===== src/rtl/ex_mem_stage.sv =====
// EX/MEM pipeline register with branch/jump resolution, one-shot PC redirect and flush.
// Optional branch statistics counters are built when EX_MEM_BRANCH_STATS_EN is defined.
module ex_mem_stage #(
  parameter int XLEN = 32
) (
  input  logic            clk,
  input  logic            rst_n,
  input  logic            stall_i,
  input  logic            ex_valid,
  input  logic [XLEN-1:0] ALUResult,
  input  logic            Zero,
  input  logic            Less,
  input  logic [XLEN-1:0] ex_store_data,
  input  logic [4:0]      ex_rd,
  input  logic            ex_RegWrite,
  input  logic            ex_MemRead,
  input  logic            ex_MemWrite,
  input  logic            ex_MemtoReg,
  input  logic            ex_Branch,
  input  logic            ex_Jump,
  input  logic            ex_Jalr,
  input  logic [2:0]      ex_funct3,
  input  logic [XLEN-1:0] ex_target,
  input  logic [XLEN-1:0] ex_pc_plus4,
  output logic            mem_valid,
  output logic [XLEN-1:0] ALUResult_EX_MEM_out,
  output logic [XLEN-1:0] mem_store_data,
  output logic [XLEN-1:0] mem_pc_plus4,
  output logic [4:0]      mem_rd,
  output logic [2:0]      mem_funct3,
  output logic            mem_RegWrite,
  output logic            mem_MemRead,
  output logic            mem_MemWrite,
  output logic            mem_MemtoReg,
  output logic            redirect_o,
  output logic [XLEN-1:0] redirect_pc,
  output logic            flush_o,
  output logic [31:0]     br_count,
  output logic [31:0]     br_taken_count
);

  typedef struct packed {
    logic reg_write;
    logic mem_read;
    logic mem_write;
    logic mem_to_reg;
    logic branch;
    logic jump;
    logic jalr;
  } ctl_t;

  typedef enum logic {IDLE, FIRED} rd_state_t;

  ctl_t            ex_ctl, mem_ctl;
  logic            zero_q, less_q;
  logic [XLEN-1:0] target_q;
  rd_state_t       rd_state;
  logic            redirect_done;
  logic            br_cond, taken;

  assign ex_ctl = ex_valid ? '{ex_RegWrite, ex_MemRead, ex_MemWrite, ex_MemtoReg,
                               ex_Branch, ex_Jump, ex_Jalr} : '0;

  // Stall holds everything; a redirecting instruction turns the next capture into a bubble.
  always_ff @(posedge clk) begin
    if (!rst_n) begin
      mem_valid            <= 1'b0;
      mem_ctl              <= '0;
      ALUResult_EX_MEM_out <= '0;
      mem_store_data       <= '0;
      mem_pc_plus4         <= '0;
      mem_rd               <= '0;
      mem_funct3           <= '0;
      zero_q               <= 1'b0;
      less_q               <= 1'b0;
      target_q             <= '0;
    end else if (!stall_i) begin
      mem_valid            <= ex_valid & ~redirect_o;
      mem_ctl              <= redirect_o ? '0 : ex_ctl;
      ALUResult_EX_MEM_out <= ALUResult;
      mem_store_data       <= ex_store_data;
      mem_pc_plus4         <= ex_pc_plus4;
      mem_rd               <= ex_rd;
      mem_funct3           <= ex_funct3;
      zero_q               <= Zero;
      less_q               <= Less;
      target_q             <= ex_target;
    end
  end

  // Remembers that a stalled instruction already redirected, so it fires only once.
  always_ff @(posedge clk) begin
    if (!rst_n) rd_state <= IDLE;
    else begin
      case (rd_state)
        IDLE:    if (redirect_o && stall_i) rd_state <= FIRED;
        FIRED:   if (!stall_i) rd_state <= IDLE;
        default: rd_state <= IDLE;
      endcase
    end
  end

  assign redirect_done = (rd_state == FIRED);

  always_comb begin
    br_cond = 1'b0;
    case (mem_funct3)
      3'b000:          br_cond = zero_q;
      3'b001:          br_cond = ~zero_q;
      3'b100, 3'b110:  br_cond = less_q;
      3'b101, 3'b111:  br_cond = ~less_q;
      default:         br_cond = 1'b0;
    endcase
  end

  assign taken        = mem_ctl.jump | (mem_ctl.branch & br_cond);
  assign redirect_o   = mem_valid & taken & ~redirect_done;
  assign flush_o      = redirect_o;
  assign redirect_pc  = redirect_o ? {target_q[XLEN-1:1], target_q[0] & ~mem_ctl.jalr} : '0;

  assign mem_RegWrite = mem_ctl.reg_write;
  assign mem_MemRead  = mem_ctl.mem_read;
  assign mem_MemWrite = mem_ctl.mem_write;
  assign mem_MemtoReg = mem_ctl.mem_to_reg;

`ifdef EX_MEM_BRANCH_STATS_EN
  logic        fresh_q;
  logic [31:0] br_cnt_q, tk_cnt_q;

  // fresh_q marks the first cycle an instruction sits in the stage.
  always_ff @(posedge clk) begin
    if (!rst_n) begin
      fresh_q  <= 1'b0;
      br_cnt_q <= '0;
      tk_cnt_q <= '0;
    end else begin
      fresh_q <= ~stall_i;
      if (mem_valid && (mem_ctl.branch || mem_ctl.jump) && fresh_q && !redirect_done)
        br_cnt_q <= br_cnt_q + 32'd1;
      if (redirect_o)
        tk_cnt_q <= tk_cnt_q + 32'd1;
    end
  end

  assign br_count       = br_cnt_q;
  assign br_taken_count = tk_cnt_q;
`else
  assign br_count       = '0;
  assign br_taken_count = '0;
`endif

endmodule


===== config.mk =====
export PLATFORM = sky130hd
export DESIGN_NAME = ex_mem_stage
export DESIGN_NICKNAME = d
export VERILOG_FILES = /design/src/rtl/ex_mem_stage.sv
export SDC_FILE = /design/constraint.sdc
export NUM_CORES = 1
export LEC_CHECK = 0
export CORE_UTILIZATION = 35
export CTS_CLUSTER_DIAMETER = 80
export DETAILED_ROUTE_END_ITERATION = 12
export MAX_ROUTING_LAYER = met4
export PLACE_DENSITY = 0.82
export SLEW_MARGIN = 20
export SYNTH_ARGS = -nofsm -noshare
export SYNTH_HDL_FRONTEND = slang
export SYNTH_SLANG_ARGS = --single-unit

===== constraint.sdc =====
create_clock -name clk -period 1.6 [get_ports clk]
set_clock_uncertainty 0.15 [all_clocks]
set_input_delay 0.32 -clock clk [delete_from_list [all_inputs] [get_ports clk]]
set_output_delay 0.32 -clock clk [all_outputs]
set_load 0.02 [all_outputs]

==> metrics <==
Routed Antenna Nets=0; Hold Path Stages=3; Synth Area per Inst=10.6 sq um; Die Span Y=137 microns; RR Endpoint=mem_valid$_SDFFE_PN0N_; Post-Route WL=17.6 mm; leakage=4.55 nW; Synth top area share=0.461; die area=18,800 sq um; CTS tree=yes; Crit Reg-Reg Startpoint=mem_valid$_SDFFE_PN0N_; critical path class=reg2out; final hold violations=0; Peak VDD IR=659 uV; synthesized flop and latch total=147; PortBufs=291; Diodes inserted=0; Area Overhead vs Synth=60.4%; CP Capture Type=primary output; Max-Cap Viols=0; NumNets Final=1,049; setup ws final=-0.646 ns; Final Util=0.572; total global routing overflow=0; Clock transition at path regs=0.06 ns; fill count=1,545; cells after synthesis=604; Yosys cell types=24; H-tree Lvls=4; vias in the first global route=4,995; # rows=49; R2R depth=5; Worst setup SP type=register; clk_lat worst skew=0.41 ns; total number of vias=5,071; Hold WS=0.225 ns; fin crit period=2.25 ns; count of yosys warnings during synthesis=0; DR pass1 iterations=4; Post-Syn Area=6390 sq um; CP required=1.13 ns; sequential area share after synthesis=0.461; number of remaining DRC errors=0; hold crit path type=in2reg; Die Width=137 microns; Seq. cell area=2960 sq um; Final setup viols=42; Vias per Instance=4.44; Hold Path Sink=ALUResult_EX_MEM_out[13]$_SDFFE_PN0N_; clk sinks=147; Synth area leader=dfxtp_1; Placed Cells=1,104; number of CTS-inserted buffers=17; HP Start=stall_i; initial drt markers=113; flop2flop setup slack=-0.04 ns; synth top area cells=dfxtp_1, mux2i_1, nor2b_1; power density over cell area=911 nW/um^2; Slew Limit Fails=0; clock buffer depth=2; DP Wirelength=12.5 mm; I/O Pins=356; GRT Overall Usage=0.186; failing checks=setup timing; RePlAce Congestion=0.769; Final Cycle Share=1.40; Initial Utilization=0.357; area occupied by multi-input gates=3250 sq um; initial antenna violation count=0; post-route insts no fill=1,142; Root Driver=clkbuf_16; hold buffers post-CTS=0; Pwr Total=0.00934 W; Max FO, Critical Path=7; RSZ-0062 raised after global routing=yes; WP data arrival=1.78 ns; status=complete, but fails checks; layout cells sized above 1=0.188; f_max=445 MHz; first-pass GRT wire length=25.8 mm; core area=17,900 sq um; largest net degree at the start of global routing=56; routed wire length per instance=15.4 microns
## cell families after synthesis
logic type      share of synthesized area
mux                                 0.216
simple gates                        0.154
xor+xnor                          0.00274
buf+inv                             0.113
compound gates                     0.0527
other cells                      0.000587
flops                               0.461
## power by group
group          total (W)  internal (W)  switching (W)
clock            0.00377       0.00218        0.00159
combinational    0.00157      0.000806       0.000762
sequential       0.00400       0.00388       0.000123
## cells in the final DEF (no fill, tap or decap), types with 3 or more instances in the layout
master	count
o21a_2	11
o21a_4	20
buf_2	11
inv_1	3
nor2b_1	139
dfxtp_1	140
clkinvlp_4	4
nand3_1	15
conb_1	64
mux2i_1	138
clkinv_2	3
clkdlybuf4s50_1	146
clkbuf_2	16
buf_4	18
dlygate4sd2_1	28
o31ai_2	6
buf_6	29
clkdlybuf4s15_1	61
clkbuf_16	18
dfxtp_2	5
buf_12	9
## sequential cells by signal, indices dropped and copies added (netlist names), 3 cells and up
register / count
mem_ctl: 3
mem_funct3: 3
mem_store_data: 32
ALUResult_EX_MEM_out: 32
target_q: 32
mem_rd: 5
mem_pc_plus4: 32
## worst max-delay path by stage
| stage | to | cells past startpoint | start | slack [ns] |
|---|---|---|---|---|
| after floorplan | redirect_pc[21] | 5 | mem_funct3[0]$_SDFFE_PN0N_ | -0.14 |
| after global placement | redirect_pc[31] | 5 | zero_q$_SDFFE_PN0N_ | -0.64 |
| after detailed placement | redirect_pc[19] | 5 | zero_q$_SDFFE_PN0N_ | -0.65 |
| after CTS | redirect_pc[11] | 6 | mem_funct3[0]$_SDFFE_PN0N_ | -0.65 |
| after global routing | redirect_pc[8] | 6 | mem_funct3[0]$_SDFFE_PN0N_ | -0.70 |
| final | redirect_pc[23] | 5 | mem_valid$_SDFFE_PN0N_ | -0.65 |
## synthesized netlist by cell type
cell,n
dfxtp_1,147
nor2b_1,139
mux2i_1,138
buf_4,69
o21a_1,31
buf_2,18
clkbuf_1,17
nand3_1,16
o31ai_1,8
buf_6,3
inv_1,3
a31oi_1,2
xor2_1,2
a2111oi_0,1
a21oi_1,1
a32o_1,1
and4b_1,1
and4bb_1,1
buf_1,1
conb_1,1
nand2_1,1
nand2b_1,1
nor2_1,1
o211ai_1,1
## stage by stage
| stage | cell area [sq um] | worst slack [ns] | setup TNS (ns) |
|---|---|---|---|
| 2_1_floorplan | 6810 | -0.136 | -2.67 |
| 3_5_place_dp | 9590 | -0.655 | -21.94 |
| 6_report | 10200 | -0.646 | -21.23 |
| 3_3_place_gp | 9590 | -0.637 | -21.22 |
| 5_1_grt | 10200 | -0.698 | -23.48 |
| 4_1_cts | 10100 | -0.651 | -21.63 |
## area by class of cell
type                            count  area share
Clock buffer                       20      0.0436
Clock inverter                     12      0.0105
Inverter                            3     0.00110
Multi-Input combinational cell    409       0.317
Sequential cell                   147       0.288
Tap cell                          229      0.0280
Timing Repair Buffer              322       0.311
## worst max-delay path, stage by stage (launching register included)
cell and delay, ns:
dfxtp_4 0.36, and4b_1 0.17, a32o_2 0.30, clkbuf_16 0.19, o21a_4 0.21, buf_6 0.12
## timing repair
item | in CTS | in global routing
setup buffers | 2 | 0
pin swaps | 19 | 1
gates resized for setup | 329 | 101
gates cloned | 2 | 2
endpoints found under the setup margin | 149 | 117
## layer usage
layer | share of wire | up-vias | GRT usage | wire length, microns
li1 | - | 2471 | - | -
met4 | 0.020 | 0 | 0.0714 | 345
met5 | 0 | - | - | 0
met2 | 0.50 | 216 | 0.322 | 8830
met3 | 0.084 | 25 | 0.0626 | 1480
met1 | 0.39 | 2359 | 0.196 | 6940
Power figures use the tool's default switching activity.
